--- config.mk ---
export PLATFORM = sky130hd
export DESIGN_NAME = data_mem_ctrl
export DESIGN_NICKNAME = d
export VERILOG_FILES = /design/src/rtl/data_mem_pkg.sv /design/src/rtl/data_mem_ctrl_load_extend.sv /design/src/rtl/data_mem_ctrl.sv
export SDC_FILE = /design/constraint.sdc
export NUM_CORES = 1
export LEC_CHECK = 0
export ABC_CLOCK_PERIOD_IN_PS = 2080
export CAP_MARGIN = 10
export CELL_PAD_IN_SITES_DETAIL_PLACEMENT = 1
export CELL_PAD_IN_SITES_GLOBAL_PLACEMENT = 1
export CORE_MARGIN = 2
export CORE_UTILIZATION = 30
export CTS_CLUSTER_DIAMETER = 40
export DETAILED_ROUTE_END_ITERATION = 12
export GPL_TIMING_DRIVEN = 0
export PLACE_DENSITY_LB_ADDON = 0.1
export RECOVER_POWER = 25
export SETUP_SLACK_MARGIN = 0.2
export SYNTH_ARGS = -nofsm -noshare
export SYNTH_HDL_FRONTEND = slang
export SYNTH_SLANG_ARGS = --single-unit
export TNS_END_PERCENT = 30
--- constraint.sdc ---
create_clock -name clk -period 2.08 [get_ports clk]
set_input_delay 0.208 -clock clk [delete_from_list [all_inputs] [get_ports clk]]
set_output_delay 0.208 -clock clk [all_outputs]
set_load 0.005 [all_outputs]
--- src/rtl/data_mem_pkg.sv ---
// Shared access codes, controller states and byte-lane helpers for the
// data-memory controller.
package data_mem_pkg;

   localparam logic [2:0] SZ_B  = 3'b000;
   localparam logic [2:0] SZ_H  = 3'b001;
   localparam logic [2:0] SZ_W  = 3'b010;
   localparam logic [2:0] SZ_BU = 3'b100;
   localparam logic [2:0] SZ_HU = 3'b101;

   localparam logic [31:0] BYTE_MASK = 32'h0000_00ff;
   localparam logic [31:0] HALF_MASK = 32'h0000_ffff;

   typedef enum logic [2:0] {
      IDLE,
      RD,
      CAP,
      WR,
      RESP
   } state_t;

   // Bit offset of the addressed lane inside the word.
   function automatic logic [4:0] lane_shift(
      input logic       half,
      input logic [1:0] off
   );
      return half ? {off[1], 4'b0000} : {off, 3'b000};
   endfunction

endpackage

--- src/rtl/data_mem_ctrl_load_extend.sv ---
// Combinational load alignment: picks the addressed byte/half out of an
// SRAM word and sign- or zero-extends it.
module load_extend
   import data_mem_pkg::*;
(
   input  logic [31:0] word,
   input  logic [1:0]  offset,
   input  logic [2:0]  size,
   output logic [31:0] value
);

   logic [31:0] shifted;

   assign shifted = word >> lane_shift(size[0], offset);

   always_comb begin
      value = word;
      unique case (size[1:0])
         2'b00: value = size[2] ? {24'h0, shifted[7:0]}
                                : {{24{shifted[7]}}, shifted[7:0]};
         2'b01: value = size[2] ? {16'h0, shifted[15:0]}
                                : {{16{shifted[15]}}, shifted[15:0]};
         default: value = word;
      endcase
   end

endmodule

--- src/rtl/data_mem_ctrl.sv ---
// Multi-cycle load/store responder in front of a word-wide SRAM.
// Define MISALIGN_TRAP_EN to reject misaligned half/word accesses.
module data_mem_ctrl
   import data_mem_pkg::*;
#(
   parameter int ADDR_W = 32
) (
   input  logic              clk,
   input  logic              rst_n,
   input  logic              req_valid,
   output logic              req_ready,
   input  logic              req_we,
   input  logic [2:0]        req_size,
   input  logic [ADDR_W-1:0] req_addr,
   input  logic [31:0]       req_wdata,
   output logic              rsp_valid,
   output logic [31:0]       rsp_rdata,
   output logic              rsp_err,
   output logic              mem_en,
   output logic              mem_we,
   output logic [ADDR_W-3:0] mem_addr,
   output logic [31:0]       mem_wdata,
   input  logic [31:0]       mem_rdata
);

   state_t            state;
   logic              we_q;
   logic [2:0]        size_q;
   logic [ADDR_W-1:0] addr_q;
   logic [31:0]       wdata_q;
   logic              req_err;
   logic [31:0]       ld_val;
   logic [4:0]        sh;
   logic [31:0]       mask;
   logic [31:0]       merged;

   load_extend u_ext (
      .word   (mem_rdata),
      .offset (addr_q[1:0]),
      .size   (size_q),
      .value  (ld_val)
   );

   always_comb begin
      req_err = (req_size == 3'b011) || (req_size[2:1] == 2'b11)
             || (req_we && req_size[2]);
`ifdef MISALIGN_TRAP_EN
      if (req_size[1:0] == 2'b01 && req_addr[0])
         req_err = 1'b1;
      if (req_size == SZ_W && req_addr[1:0] != 2'b00)
         req_err = 1'b1;
`endif
   end

   // Sub-word store: splice the new lane into the word just read.
   always_comb begin
      sh     = lane_shift(size_q[0], addr_q[1:0]);
      mask   = (size_q[0] ? HALF_MASK : BYTE_MASK) << sh;
      merged = (mem_rdata & ~mask) | ((wdata_q << sh) & mask);
   end

   always_ff @(posedge clk or negedge rst_n) begin
      if (!rst_n) begin
         state     <= IDLE;
         we_q      <= 1'b0;
         size_q    <= 3'b000;
         addr_q    <= '0;
         wdata_q   <= 32'h0;
         req_ready <= 1'b0;
         rsp_valid <= 1'b0;
         rsp_rdata <= 32'h0;
         rsp_err   <= 1'b0;
         mem_en    <= 1'b0;
         mem_we    <= 1'b0;
         mem_addr  <= '0;
         mem_wdata <= 32'h0;
      end else begin
         rsp_valid <= 1'b0;
         rsp_err   <= 1'b0;
         mem_en    <= 1'b0;
         unique case (state)
            IDLE: begin
               req_ready <= 1'b1;
               if (req_valid && req_ready) begin
                  req_ready <= 1'b0;
                  we_q      <= req_we;
                  size_q    <= req_size;
                  addr_q    <= req_addr;
                  wdata_q   <= req_wdata;
                  if (req_err) begin
                     state     <= RESP;
                     rsp_valid <= 1'b1;
                     rsp_err   <= 1'b1;
                     rsp_rdata <= 32'h0;
                  end else if (req_we && req_size == SZ_W) begin
                     state     <= WR;
                     mem_en    <= 1'b1;
                     mem_we    <= 1'b1;
                     mem_addr  <= req_addr[ADDR_W-1:2];
                     mem_wdata <= req_wdata;
                  end else begin
                     state    <= RD;
                     mem_en   <= 1'b1;
                     mem_we   <= 1'b0;
                     mem_addr <= req_addr[ADDR_W-1:2];
                  end
               end
            end
            RD: state <= CAP;
            CAP: begin
               if (!we_q) begin
                  state     <= RESP;
                  rsp_valid <= 1'b1;
                  rsp_rdata <= ld_val;
               end else begin
                  state     <= WR;
                  mem_en    <= 1'b1;
                  mem_we    <= 1'b1;
                  mem_addr  <= addr_q[ADDR_W-1:2];
                  mem_wdata <= merged;
               end
            end
            WR: begin
               state     <= RESP;
               rsp_valid <= 1'b1;
               rsp_rdata <= 32'h0;
            end
            RESP: begin
               state     <= IDLE;
               req_ready <= 1'b1;
               rsp_rdata <= 32'h0;
            end
            default: state <= IDLE;
         endcase
      end
   end

endmodule

==> Word level (Yosys, flattened, before mapping) <==
Cells that the tools add are included.
{ "totals": {"mem_bits_rw": 0, "out_inout_bits": 99, "ff_bits": 170, "latchBits": 0, "n_memories": 0, "romBits": 0, "input_bits": 103} }
{ "op_classes": {"n_reduce_logical": 15, "mul": 0, "n_shift": 3, "n_lt_le_gt_ge": 0, "n_eq_ne": 14, "muxes": 39, "add_sub_neg": 0, "n_div": 0, "bitwise": 4} }
{ "ops": {"columns": ["cell", "count"], "rows": [
  ["32-bit 2-to-1 mux", 9],
  ["32-bit one-hot mux with 2 select lines", 2],
  ["32-bit one-hot mux with 3 select lines", 1],
  ["30-bit 2-to-1 mux", 3],
  ["32-bit AND", 2],
  ["30-bit one-hot mux with 2 select lines", 1],
  ["32-bit inverter", 1],
  ["32-bit OR", 1],
  ["16-bit by 5-bit << shifter with 32-bit output", 1],
  ["32-bit by 5-bit << shifter with 32-bit output", 1],
  ["32-bit by 5-bit >> shifter with 16-bit output", 1],
  ["16-bit 2-to-1 mux", 1],
  ["3-bit by 2-bit equality test with 1-bit output (second input constant)", 4],
  ["1-bit 2-to-1 mux", 12],
  ["2-bit inequality test (second input constant)", 6],
  ["3-bit one-hot mux with 4 select lines", 1],
  ["3-bit 2-to-1 mux", 3],
  ["4-bit AND reduction", 2],
  ["1-bit one-hot mux with 2 select lines", 3],
  ["5-bit AND reduction", 1],
  ["4-bit 2-to-1 mux", 1],
  ["2-bit nonzero test", 2],
  ["3-bit by 1-bit equality test with 1-bit output (second input constant)", 1],
  ["3-bit equality test (second input constant)", 1],
  ["other kinds (11)", 14]
]} }

==> Depth between registers and ports, before layout <==
Gate-level depths: netlist (run 1).
{ "depth": {"ltp_word": 7, "ltp_mapped": 9, "depth_no_buf": 4} }

==> By module <==
A second synthesis (run 1) with hierarchy kept.
{ "hier_totals": {"hier_cells": 834, "hier_area_um2": 7802.5} }
{ "by_module_without_submodules": {"columns": ["module", "n_inst", "cells_per_inst", "area_each_um2"], "rows": [
  ["data_mem_ctrl", 1, 707, 7110.6],
  ["load_extend", 1, 127, 691.9]
]} }

==> Least setup slack after synthesis (run 1) <==
Ideal clock, no wire load.
{ "synth_path": {"kind": "reg-to-reg", "from": "register state[0]", "to": "register mem_addr[10]", "arrival_time_ps": 1772, "slack_ps": 183, "setup_time_ps": 125, "required_ps": 1955, "synth_period_minus_slack_ps": 1897, "stages_incl_launch_ff": 7, "path_cell_list": "dfrtp_1 buf_6 nor3b_1 buf_2 clkbuf_1 mux2_2 mux2_2"} }
{ "synth_via": {"elab_chain_len": 3} }
{ "synth_lines": {"columns": ["item", "line_no", "source"], "rows": [
  ["from (decl)", "data_mem_ctrl.sv:26", "state_t state;"],
  ["from (signal assigned)", "data_mem_ctrl.sv:64", "state <= IDLE;"],
  ["from (signal assigned)", "data_mem_ctrl.sv:91", "state <= RESP;"],
  ["from (signal assigned)", "data_mem_ctrl.sv:96", "state <= WR;"],
  ["3-bit by 2-bit equality test with 1-bit output / 3-bit zero test (equally long branches)", "data_mem_ctrl.sv:81", "unique case (state)"],
  ["2-bit inequality test (no source line) / 2-bit nonzero test (equally long branches)", null, null],
  ["4-bit AND reduction (no source line)", null, null],
  ["to (signal assigned)", "data_mem_ctrl.sv:99", "mem_addr <= req_addr[ADDR_W-1:2];"],
  ["to (signal assigned)", "data_mem_ctrl.sv:105", "mem_addr <= req_addr[ADDR_W-1:2];"],
  ["to (signal assigned)", "data_mem_ctrl.sv:119", "mem_addr <= addr_q[ADDR_W-1:2];"],
  ["to (decl)", "data_mem_ctrl.sv:21", "output logic [ADDR_W-3:0] mem_addr,"]
]} }
Parallel ways exist; a longest one is shown, timed or not.
A chain may end at the register's enable or synchronous reset.

==> Final worst setup path (run 1) <==
{ "layout_path": {"from": "register state[2]", "to": "register rsp_rdata[30]"} }
{ "layout_via": {"elab_chain_len": 4} }
{ "layout_lines": {"columns": ["item", "line_no", "source"], "rows": [
  ["3-bit by 2-bit equality test with 1-bit output / 3-bit equality test (equally long branches)", "data_mem_ctrl.sv:81", null],
  ["2-bit OR reduction (no source line)", null, null],
  ["3-bit nonzero test (no source line)", null, null],
  ["4-bit AND reduction (no source line)", null, null],
  ["to (signal assigned)", "data_mem_ctrl.sv:114", "rsp_rdata <= ld_val;"],
  ["to (decl)", "data_mem_ctrl.sv:17", "output logic [31:0] rsp_rdata,"]
]} }
Parallel ways exist; a longest one is shown, timed or not.

==> summary.txt, run 1 <==
Global route
  – Vias in the first global route: ~7000
  – All-Layer GR Usage: 20.5%
  – First-pass GRT wire length: between 40 and 50 mm
  – GRT overflow: 0
  – Initial antenna violation count: 0
  – Pin count of the biggest net entering global routing: between 80 and 90

Power
  – Peak supply drop: approximately 0.00061 V
  – PwrDens: 1570 mW/mm2
  – Static leakage: 4.43 nW

STA
  – Final setup slack of the worst path: between 0.07 and 0.08 ns
  – Period minus WS final: approximately 2 ns
  – Setup TNS: 0 ns
  – Setup Skew: 0.0147 ns
  – Final hold viol count: 0
  – F_max: between 400 and 500 MHz
  – Setup violations, final: 0
  – Final Max Slew Viols: 0
  – RSZ-0062 raised after global routing: true
  – Worst slew pin tran: roughly 1.1 ns
  – Rel. slew slack: 26.3%
  – WHS: ~0.42 ns
  – Fin crit share: between 90% and 100%

Finish
  – Final Net Count: 995
  – Fin util: between 40 and 50%
  – Layout area overhead: 47.8%
  – Post-route cell area: 0.0112 mm2
  – Fraction of layout cells with a size suffix above 1: between 20% and 30%
  – Diode count: 0

Logic synthesis
  – Post-synthesis sequential area ratio: 51.0%
  – FFs w/ async S/R, synth: 100%
  – EDFF count, synth: 0
  – Synth area leaders: dfrtp_1, mux2_2, nand3_1
  – Ys Warns: 0
  – Cell variety after synth: roughly 40
  – Top-area cell type share of the netlist area: between 50% and 60%
  – Synthesized Nets: between 700 and 800
  – Synth Area per Inst: about 12 um2
  – Synth Flop Type: dfrtp_1
  – Syn Inst Count: roughly 650
  – Yosys top cell by area: dfrtp_1
  – FF+latch count, synth: around 150
  – Mapped Area: about 0.0076 mm2
  – Most common cell in the netlist: dfrtp_1
  – Synth top cells by count: dfrtp_1, mux2_2, nand3_1, clkbuf_1, o21ai_0

Clock tree
  – Clock Tree Root: clkbuf_16
  – CTS tree: yes
  – Clock-pin slew of the registers on the worst-case setup and hold paths: approximately 0.08 ns
  – Clk_lat worst skew: 0.43 ns
  – H-tree levels: 4
  – Bufs on Longest Clock Path: 2
  – Num Clock Sinks: 154
  – Total CTS buffers: 17

Run
  – Max_cap viols: 0

Min path
  – Worst Hold Depth: 2
  – Hold WC Path Type: input port to flop
  – Hold Path End: addr_q[27]
  – Worst Hold Launch: req_addr[27]

Critical path
  – R2r endpoint: rsp_rdata[30]
  – Worst stage delay on the critical path: 0.57 ns
  – Path depth of the worst reg2reg path: 8
  – Crit path max fanout: 6
  – WP data required: roughly 2.4 ns
  – Crit-path most repeated cell: buf_6
  – Critical path, cell by cell: buf_6 -> or4b_4 -> or2_1 -> buf_6 -> nor3_4 -> buf_6 -> buf_6 -> a221o_2
  – R2R setup slack: ~0.074 ns
  – Critical-path top delay cell: or4b_4
  – Critical Path AT: 2.37 ns
  – Worst r2r src: state[2]
  – Setup crit end kind: flop
  – CP startpoint kind: flop
  – CP Class: flop to flop

Place
  – Post-DP Area: around 0.010 mm2
  – Port bufs: 201
  – Post-DP HPWL: approximately 20 mm
  – Final Wtd Congestion: roughly 0.86
  – DP Worst Slack: -0.661 ns

Die
  – Top Ports: 202
  – Die width: 163 um
  – Initial Util: between 30% and 40%
  – Core ar.: between 0.02 and 0.025 mm2
  – Die height: 163 um
  – Num rows: 58
  – Die area: roughly 0.026 mm2

Route
  – Vias: roughly 6500
  – DR WL/cell: between 20 and 25 um
  – 1st-iter DRT viols: approximately 400
  – Router iterations before antenna repair: 4
  – Remaining antenna violation count after routing: 0
  – DRC: 0
  – Final wirelength: between 20 and 30 mm
  – Vias per cell: ~5.3

Status
  – Status: finished clean
==> where the power goes <==
group	switching [W]	internal, W
registers	0.00105	0.00451
logic	0.00376	0.00476
clock network	0.00145	0.00198
total	0.00626	0.0113
==> flip-flops by register name, summed over array words and instances (netlist names), 3 cells and up <==
register	flops
addr_q	32
rsp_rdata	32
mem_addr	30
wdata_q	16
size_q	3
mem_wdata	32
state	3
==> per-stage QoR <==
stage | cells | total power (W)
finish | 1235 | 0.0175
global route | 1235 | 0.0186
CTS | 1224 | 0.0172
detailed placement | 1184 | 0.0135
global placement | 1183 | 0.0132
floorplan | 652 | 0.00959
==> worst max path at each step <==
stage              from       endpoint  slack [ns]  cells past startpoint
6_report       state[2]  rsp_rdata[30]        0.07                      8
4_1_cts        state[1]  rsp_rdata[21]        0.01                      5
5_1_grt        state[2]  rsp_rdata[25]      -0.008                      8
2_1_floorplan  state[0]   mem_addr[10]        0.18                      6
3_5_place_dp     req_we   mem_addr[29]       -0.66                      6
3_3_place_gp      rst_n     addr_q[17]       -5.61                      1
==> critical path, delay by kind of cell, from the launching register on <==
| family | cells | cell delay, ns |
|---|---|---|
| compound gates | 1 | 0.10 |
| buf+inv | 4 | 0.51 |
| flops | 1 | 0.37 |
| simple gates | 3 | 0.96 |
==> routing by layer <==
layer | share of wire (%) | vias up | GRT usage (%) | routed length [um]
met5 | 0 | - | 0 | 0
met2 | 50 | 230 | 35.3 | 13600
met4 | 2.7 | 0 | 7.16 | 738
met3 | 6.1 | 45 | 5.12 | 1660
met1 | 41 | 3328 | 25.1 | 11100
li1 | - | 2942 | - | -
==> placed cells by master, fill, tap and decap left out, types with 7 or more instances in the layout <==
cell,Yosys,layout
a31oi_4,0,7
buf_4,0,18
clkbuf_2,0,11
o22ai_1,16,16
nor2_1,25,24
a221o_1,13,13
o21ai_0,32,32
nand2_1,7,7
o22a_1,15,15
clkbuf_16,0,17
o221ai_1,15,15
a31oi_1,25,18
a221o_2,10,10
a21oi_1,25,23
clkdlybuf4s50_1,0,200
mux2_2,137,137
dfrtp_1,154,153
a32o_1,9,8
buf_6,3,18
nand2b_1,27,27
clkbuf_1,43,16
nand3_1,52,52
==> cell families after synthesis <==
group           count (synthesis)  share of synthesized area, %
compound gates                166                          15.7
flops                         154                          51.0
mux                           139                          20.7
simple gates                  129                          9.00
buf+inv                        64                          3.69
==> layout make-up <==
type	instances	area, um2
buffer	59	432
clock buffer	18	439
clock inverter	14	200
fill	2670	13800
inverter	4	15.0
multi-input combinational	434	3600
sequential	154	3850
tap	330	413
timing repair buffer	222	2220
==> timing repair <==
action / CTS / global route
endpoints found under the hold margin: 74 / 0
gates resized for setup: 44 / 88
gates cloned: 0 / 1
hold buffers: 1 / 0
setup endpoints to repair: 137 / 137
buffers inserted: 7 / 11
pin swaps: 3 / 4
(Power assumes the default switching activity.)
==> inputs of run 2 (changes only) <==
CTS_CLUSTER_SIZE = 12   (was default)
SLEW_MARGIN = 25   (was default)
==> run 2 against run 1 <==
Effect of this change: final cell count shrank 0.32%; die area is the same; design area shrank 2.4%; core utilization shrank 1.1 points; clock skew shrank 0.0013 ns; largest cell class unchanged.
==> summary.txt, run 2 (synthesis gave the netlist of run 1 again) <==
Clock tree
  – Total CTS buffers: 17
  – CTS tree: yes
  – Clk_lat worst skew: 0.43 ns
  – Bufs on Longest Clock Path: 2
  – H-tree levels: 4
  – Clock Tree Root: clkbuf_16
  – Clock-pin slew of the registers on the worst-case setup and hold paths: about 0.070 ns
  – Num Clock Sinks: between 150 and 200

STA
  – F_max: roughly 500 MHz
  – RSZ-0062 raised after global routing: true
  – Period minus WS final: between 2 and 2.5 ns
  – Setup TNS: 0 ns
  – Fin crit share: between 90% and 100%
  – Worst slew pin tran: between 1 and 1.5 ns
  – Final hold viol count: 0
  – Setup Skew: 0.0134 ns
  – Setup violations, final: 0
  – Final Max Slew Viols: 0
  – Rel. slew slack: between 20% and 30%

Die
  – Die width: 163 um
  – Top Ports: around 200
  – Num rows: 58
  – Die area: between 0.02 and 0.03 mm2
  – Die height: around 160 um
  – Core ar.: about 0.025 mm2
  – Initial Util: ~30%

Min path
  – Hold Path End: addr_q[7]
  – Hold WC Path Type: input port to flop
  – Worst Hold Launch: req_addr[7]
  – Worst Hold Depth: 2

Place
  – Final Wtd Congestion: 0.863
  – Port bufs: between 200 and 250
  – Post-DP HPWL: ~20 mm

Run
  – Max_cap viols: 0

Route
  – 1st-iter DRT viols: ~370
  – DR WL/cell: about 22 um
  – Vias per cell: about 5.3
  – Final wirelength: around 27 mm
  – Vias: 6502
  – DRC: 0
  – Router iterations before antenna repair: 5
  – Remaining antenna violation count after routing: 0

Finish
  – Fin util: ~44%
  – FILL cells: 2692
  – Most frequent cells in the layout: clkdlybuf4s50_1, dfrtp_1, mux2_2
  – Top Registers: addr_q x32, mem_wdata x32, rsp_rdata x32
  – Diode count: 0
  – Final Net Count: approximately 1000
  – Layout area overhead: 44.3%
  – Fraction of layout cells with a size suffix above 1: between 20% and 30%
  – Commonest non-fill, non-tap cell in the layout: clkdlybuf4s50_1

Critical path
  – Critical-path top delay cell: or4b_4
  – Critical path, cell by cell: buf_6 -> or4b_4 -> or2_1 -> buf_6 -> nor3_4 -> buf_6 -> buf_6 -> a221o_2
  – CP Class: flop to flop
  – Setup crit end kind: flop
  – Path depth of the worst reg2reg path: 8
  – Crit path max fanout: 9
  – Buffer and inverter count on the worst path: 4
  – Worst r2r src: state[0]
  – Critical Path AT: ~2.4 ns
  – Crit-path most repeated cell: buf_6
  – CP top delay family: simple AND/OR/NAND/NOR gates
  – WP data required: roughly 2.5 ns
  – R2r endpoint: rsp_rdata[19]
  – Worst stage delay on the critical path: between 0.5 and 0.6 ns
  – CP startpoint kind: flop
  – R2R setup slack: 0.03 ns

Global route
  – First-pass GRT wire length: approximately 42 mm
  – GRT overflow: 0
  – Vias in the first global route: between 7000 and 8000
  – Pin count of the biggest net entering global routing: 81
  – Initial antenna violation count: 0
  – All-Layer GR Usage: between 20 and 25%

Power
  – Peak supply drop: roughly 0.00058 V
  – Static leakage: roughly 4.3 nW
  – PwrDens: about 1600 mW/mm2

Status
  – Status: finished clean
-- run 2: area by class of cell --
cell class / count / area (um2) / share of cell area [%]
Sequential cell: 154 / 3850 / 35.3
Multi-Input combinational cell: 434 / 3490 / 32.0
Clock inverter: 15 / 148 / 1.35
Tap cell: 330 / 413 / 3.78
Timing Repair Buffer: 217 / 2180 / 20.0
Buffer: 60 / 387 / 3.54
Inverter: 4 / 15.0 / 0.138
Clock buffer: 17 / 425 / 3.90
-- run 2: what timing repair did --
item | 4_1_cts | 5_1_grt
pin swaps | 3 | 3
endpoints found under the hold margin | 74 | 0
endpoints found under the setup margin | 137 | 144
resized for setup | 46 | 56
hold buffers | 1 | 0
buffers inserted | 10 | 3
cloned | 0 | 1
-- run 2: worst max-delay path by stage --
stage | start | to | slack [ns] | depth (start not counted)
after floorplan | state[0] | mem_addr[10] | 0.18 | 6
after detailed placement | req_we | mem_addr[29] | -0.65 | 6
after global routing | state[0] | rsp_rdata[29] | -0.02 | 8
after CTS | state[0] | rsp_rdata[19] | 0.04 | 7
after global placement | rst_n | addr_q[17] | -5.61 | 1
final | state[0] | rsp_rdata[19] | 0.03 | 8
-- run 2: layer usage --
layer  wire length [um]  track usage (%)  up-vias
li1                   -                -     2937
met1              10900             24.7     3282
met2              13800             36.2      238
met3               1790             5.50       45
met4                539             6.40        0
met5                  0                0        -
-- run 2: through the flow --
step                setup WS, ns  std cells  hold WS (ns)  total power, W  area, um2
floorplan                  0.183        652       -0.0876         0.00959       7560
global placement           -5.61       1183         0.465          0.0132       9990
detailed placement        -0.649       1184         0.218          0.0135      10000
CTS                       0.0389       1227         0.364          0.0169      10800
global route             -0.0218       1231         0.417          0.0180      10900
finish                    0.0286       1231         0.411          0.0169      10900
-- run 2: where the power goes --
part	total, W	switching [W]	internal (W)	leakage, nW
Clock	0.00310	0.00150	0.00160	0.279
Sequential	0.00556	0.00105	0.00451	1.87
Combinational	0.00829	0.00368	0.00461	2.20
